[config.mk]
export PLATFORM = sky130hd
export DESIGN_NAME = store_buffer
export DESIGN_NICKNAME = d
export VERILOG_FILES = /design/src/rtl/store_buffer_pkg.sv /design/src/rtl/sb_fifo.sv /design/src/rtl/store_buffer.sv
export SDC_FILE = /design/constraint.sdc
export NUM_CORES = 1
export LEC_CHECK = 0
export ABC_AREA = 1
export CAP_MARGIN = 5
export CORE_ASPECT_RATIO = 0.5
export CORE_UTILIZATION = 30
export CTS_CLUSTER_SIZE = 40
export DETAILED_ROUTE_END_ITERATION = 16
export SYNTH_ARGS = -nofsm -noshare
export SYNTH_HDL_FRONTEND = slang
export SYNTH_HIERARCHICAL = 1
export SYNTH_SLANG_ARGS = --single-unit
[constraint.sdc]
create_clock -name clk -period 4 [get_ports clk]
set_clock_uncertainty 0.2 [all_clocks]
set_input_delay 0.6 -clock clk [delete_from_list [all_inputs] [get_ports clk]]
set_output_delay 0.6 -clock clk [all_outputs]
set_load 0.02 [all_outputs]
[src/rtl/store_buffer_pkg.sv]
// Store buffer shared types: control states and posted-write entry layout.
package store_buffer_pkg;

  localparam int ADDR_W = 32;
  localparam int DATA_W = 32;
  localparam int STRB_W = 4;
  localparam int SIZE_W = 2;

  typedef enum logic [1:0] {
    IDLE   = 2'd0,
    WR_OUT = 2'd1,
    RD_OUT = 2'd2
  } sb_state_e;

  typedef struct packed {
    logic [SIZE_W-1:0] size;
    logic [STRB_W-1:0] wstrb;
    logic [ADDR_W-1:0] addr;
    logic [DATA_W-1:0] wdata;
    logic              uncached;
  } sb_entry_t;

endpackage

[src/rtl/sb_fifo.sv]
// Circular posted-write FIFO; pointers wrap modulo DEPTH.
module sb_fifo
  import store_buffer_pkg::*;
#(
  parameter int DEPTH = 4
) (
  input  logic                     clk,
  input  logic                     reset,
  input  logic                     push,
  input  sb_entry_t                wr_entry,
  input  logic                     pop,
  output sb_entry_t                head_entry,
  output logic [$clog2(DEPTH):0]   count
);

  localparam int PW = $clog2(DEPTH);

  sb_entry_t       mem [DEPTH];
  logic [PW-1:0]   head;
  logic [PW-1:0]   tail;

  always_ff @(posedge clk) begin
    if (reset) begin
      head  <= '0;
      tail  <= '0;
      count <= '0;
    end else begin
      if (push) tail <= tail + 1'b1;
      if (pop)  head <= head + 1'b1;
      unique case ({push, pop})
        2'b10:   count <= count + 1'b1;
        2'b01:   count <= count - 1'b1;
        default: ;
      endcase
    end
  end

  always_ff @(posedge clk) begin
    if (push) mem[tail] <= wr_entry;
  end

  assign head_entry = mem[head];

endmodule

[src/rtl/store_buffer.sv]
// Posted-write store buffer between the CPU data port and sram_to_axi.
module store_buffer
  import store_buffer_pkg::*;
#(
  parameter int DEPTH = 4
) (
  input  logic        clk,
  input  logic        reset,
  input  logic        cpu_req,
  input  logic        cpu_wr,
  input  logic [1:0]  cpu_size,
  input  logic [3:0]  cpu_wstrb,
  input  logic [31:0] cpu_addr,
  input  logic [31:0] cpu_wdata,
  input  logic        cpu_uncached,
  output logic        cpu_addr_ok,
  output logic        cpu_data_ok,
  output logic [31:0] cpu_rdata,
  output logic        d_req,
  output logic        d_wr,
  output logic [1:0]  d_size,
  output logic [3:0]  d_wstrb,
  output logic [31:0] d_addr,
  output logic [31:0] d_wdata,
  output logic        d_uncached,
  input  logic        d_addr_ok,
  input  logic        d_data_ok,
  input  logic [31:0] d_rdata
);

  localparam int PW = $clog2(DEPTH);
  localparam logic [PW:0] FULL_CNT = (PW + 1)'(DEPTH);

  sb_state_e   state;
  sb_state_e   state_nxt;
  logic        ack_q;
  logic [PW:0] count;
  sb_entry_t   head_entry;
  sb_entry_t   cpu_entry;
  sb_entry_t   d_entry;

  logic rd_out, wr_out, idle;
  logic empty, full;
  logic wr_acc, drain, rd_go;
  logic push, pop;

  assign rd_out = (state == RD_OUT);
  assign wr_out = (state == WR_OUT);
  assign idle   = (state == IDLE);
  assign empty  = (count == '0);
  assign full   = (count == FULL_CNT);

  // Outputs are forced quiet while reset is held.
  assign wr_acc = !reset && cpu_req && cpu_wr && !full && !rd_out;
  assign drain  = !reset && idle && !empty;
  assign rd_go  = !reset && idle && empty && !ack_q
                  && cpu_req && !cpu_wr;

  assign push = wr_acc;
  assign pop  = drain && d_addr_ok;

  assign cpu_entry = '{
    size:     cpu_size,
    wstrb:    cpu_wstrb,
    addr:     cpu_addr,
    wdata:    cpu_wdata,
    uncached: cpu_uncached
  };

  sb_fifo #(.DEPTH(DEPTH)) u_fifo (
    .clk        (clk),
    .reset      (reset),
    .push       (push),
    .wr_entry   (cpu_entry),
    .pop        (pop),
    .head_entry (head_entry),
    .count      (count)
  );

  always_comb begin
    d_entry = cpu_entry;
    d_wr    = 1'b0;
    if (drain) begin
      d_entry = head_entry;
      d_wr    = 1'b1;
    end
  end

  assign d_req      = drain || rd_go;
  assign d_size     = d_entry.size;
  assign d_wstrb    = d_entry.wstrb;
  assign d_addr     = d_entry.addr;
  assign d_wdata    = d_entry.wdata;
  assign d_uncached = d_entry.uncached;

  assign cpu_addr_ok = wr_acc || (rd_go && d_addr_ok);
  assign cpu_data_ok = !reset && (ack_q || (rd_out && d_data_ok));
  assign cpu_rdata   = d_rdata;

  always_ff @(posedge clk) begin
    if (reset) begin
      state <= IDLE;
      ack_q <= 1'b0;
    end else begin
      state <= state_nxt;
      ack_q <= wr_acc;
    end
  end

  always_comb begin
    state_nxt = state;
    unique case (state)
      IDLE: begin
        if (pop)                     state_nxt = WR_OUT;
        else if (rd_go && d_addr_ok) state_nxt = RD_OUT;
      end
      WR_OUT, RD_OUT: begin
        if (d_data_ok) state_nxt = IDLE;
      end
      default: state_nxt = IDLE;
    endcase
  end

  // A response with nothing in flight is dropped by the FSM.
  a_data_ok_outstanding: assert property (
    @(posedge clk) disable iff (reset)
    d_data_ok |-> (wr_out || rd_out)
  ) else $error("store_buffer: d_data_ok with nothing outstanding");

endmodule

==> impl_metrics.toml <==
[yosys]
synth_compound_area_share_pct = 10.1
synth.mux.area_fraction_pct = 0
synth_nets = 1164
syn-cell-area_sq_um = 12300
synth_top_family_by_area = "simple AND/OR/NAND/NOR gates"
post-synth-top-count-cell = "edfxtp_1"
syn_area_per_cell_sq_um = 11.8
synth_edf_count = 284
synthTopCellsByCount = "edfxtp_1, nand2_1, nor2_1"
synthAdderAreaFrac_pct = 0.872
synthArstFlopShare_pct = 0
synth_top_area_share_pct = 69.1
synth-seq-cells = 296
yosys.area_share.simple_pct = 12.1
syn_inst = 1047
synthTopCellsByArea = "edfxtp_1, nand2_1, o21ai_0"
yosysTopAreaCell = "edfxtp_1"
synthXorXnorAreaFrac_pct = 0
yosysSeqAreaShare_pct = 71.1
synth_ff_type = "edfxtp_1"
yosys.cell_types.count = 24
yosysWarnings = 6

[sta]
rsz0062_at_grt = "false"
totalNegativeSetupSlack_ps = 0
setup_viol = 0
period_needed_ps = 3630
setup_ws_ps = 367
whs_ps = 238
fmax_mhz = 275
drv_slew = 0
worstMarginPinSlew_ps = 509
slew_headroom_pct = 66.0
post-route-period-util_pct = 90.8
finalHoldViolCount = 0

[grt]
grt_pass1_vias = 8365
grtUsageMet1_pct = 16.3
grt_max_degree = 71
grt_overflow = 0
antenna_found_initial = 0
grt_pass1_wl_mm = 45.2
gr-usage-met3_pct = 1.52
grt-busiest-layer = "met2"
met2_usage_pct = 25.3
grt_usage_pct = 13.5

[floorplanning]
placementRows = 52
die_y_um = 145
core_area_sq_um = 40500
dieWidth_um = 289
dieArea_sq_um = 42000
io-pin-count = 216
start_util_pct = 30.5

[clock_network]
insertion_delay_ps = 530
root_buffer = "clkbuf_16"
cts_tree = "built"
ctsResizeCount = 0
cts_setup_buffers = 0
clock_sink_count = 296
clock_path_buffers = 3
clkTransAtPathRegs_ps = 60
cts_made_buffers = 29
cts_hold_buf = 0
cts_max_level = 1

[pwr]
p_leak_nw = 5.30
finalPower_w = 0.00710
power_density_nw_per_um2 = 471
max-vdd-ir-drop_v = 0.000276

[place]
pre_cts_slack_ps = 369
post-dp-hpwl_mm = 17.8
gp_congestion = 0.777
port_buffers = 151

[run]
drv_cap = 0

[critical_path]
critPathRequiredTime_ps = 3200
critPathMostFrequentCell = "nand2_1"
ff2ff_setup_slack_ps = 1490
crit_type = "primary input to output port"
start_kind = "primary input"
crit_path_end_kind = "output port"
crit_arrival_ps = 2830
cp_slowest_cell = "clkdlybuf4s50_1"
cp_top_family = "buffers and inverters"
cp_max_fo = 36
cp_cell_sequence = "clkdlybuf4s50_1 -> inv_2 -> nand2_1 -> nor2_4 -> inv_2 -> buf_4 -> nand2_1 -> nand2_1 -> clkdlybuf4s50_1"
max_stage_delay_ps = 620
crit_buf_inv = 5

[layout]
nets = 1280
final_util_pct = 37.2
drive_gt1_share_pct = 6.35
syn_to_final_growth_pct = 22.1
regArea_sq_um = 8770
antenna_cells = 0
multi_input_area_sq_um = 2840
fillers = 3840

[route]
drtIter0Drc = 570
wl_mm = 28.5
drc_errors = 0
vias = 8150
wl_per_cell_um = 16.6
vias_per_cell = 4.74
firstDrtPassIters = 4
postRouteAntennaNets = 0

[run_status]
status = "complete, no violations"

[min_path]
hold_class = "register to register"
[worst reg2reg max path: cells and delay by family (launching register included)]
family                     cells  cell delay (ps)
adders and majority gates      1              210
buffers and inverters          3              810
and+or+nand+nor                4              620
DFF                            1              340
[through the flow]
| stage | instances | instance area [sq um] |
|---|---|---|
| 2_1_floorplan | 1047 | 12300 |
| 3_3_place_gp | 1672 | 14200 |
| 3_5_place_dp | 1672 | 14200 |
| 4_1_cts | 1721 | 15100 |
| 5_1_grt | 1721 | 15100 |
| 6_report | 1721 | 15100 |
[power by group]
part | leakage [nW] | internal [W] | switching (W)
logic | 2.23 | 0.000492 | 0.000733
registers | 2.66 | 0.00348 | 0.0000301
clock network | 0.403 | 0.00131 | 0.00105
[per-layer routing]
layer  vias up  part of all wire [%]
met5         -                     0
met4         0                   2.1
met1      4067                    41
li1       3885                     -
met3        51                   3.4
met2       147                    54
[flip-flops by register name, summed over array words and instances (netlist names), named ones only]
name / cells
ack_q: 1
u_fifo/mem: 284
u_fifo/tail: 2
state: 2
u_fifo/count: 3
u_fifo/head: 2
[final timing paths]
check | startpoint | to | depth (start not counted)
hold / removal | u_fifo/head[1]$_SDFFE_PP0P_ | register | 1
hold reg to reg | u_fifo/head[1]$_SDFFE_PP0P_ | register | 1
setup / recovery | reset | d_addr[6] | 9
setup reg to reg | state[0]$_SDFFE_PP0P_ | u_fifo/mem[1][26]$_DFFE_PP_ | 8
[placed cells by master, fill, tap and decap left out, types with 5 or more instances in the layout]
cell type,count
a21oi_1,9
buf_12,11
buf_4,15
clkbuf_1,5
clkbuf_16,29
clkdlybuf4s50_1,151
clkinv_1,8
clkinv_2,7
dfxtp_1,10
edfxtp_1,284
ha_1,7
inv_1,20
inv_2,9
nand2_1,229
nand3_1,5
nor2_1,153
o21ai_0,135
o21ai_1,15
o22ai_1,71
[cells by family after synthesis]
group | Yosys count
AOI/OAI and AO/OA | 230
adders and majority gates | 8
buffers and inverters | 122
DFF | 296
and+or+nand+nor | 391
[layout make-up]
| class | instances | area share, % |
|---|---|---|
| sequential | 296 | 58.3 |
| multi-input combinational | 629 | 18.8 |
| timing repair buffer | 177 | 12.2 |
| clock buffer | 34 | 4.94 |
| tap | 540 | 4.49 |
| inverter | 30 | 0.781 |
| clock inverter | 15 | 0.432 |
No activity file was read; power rests on OpenSTA's default activity.
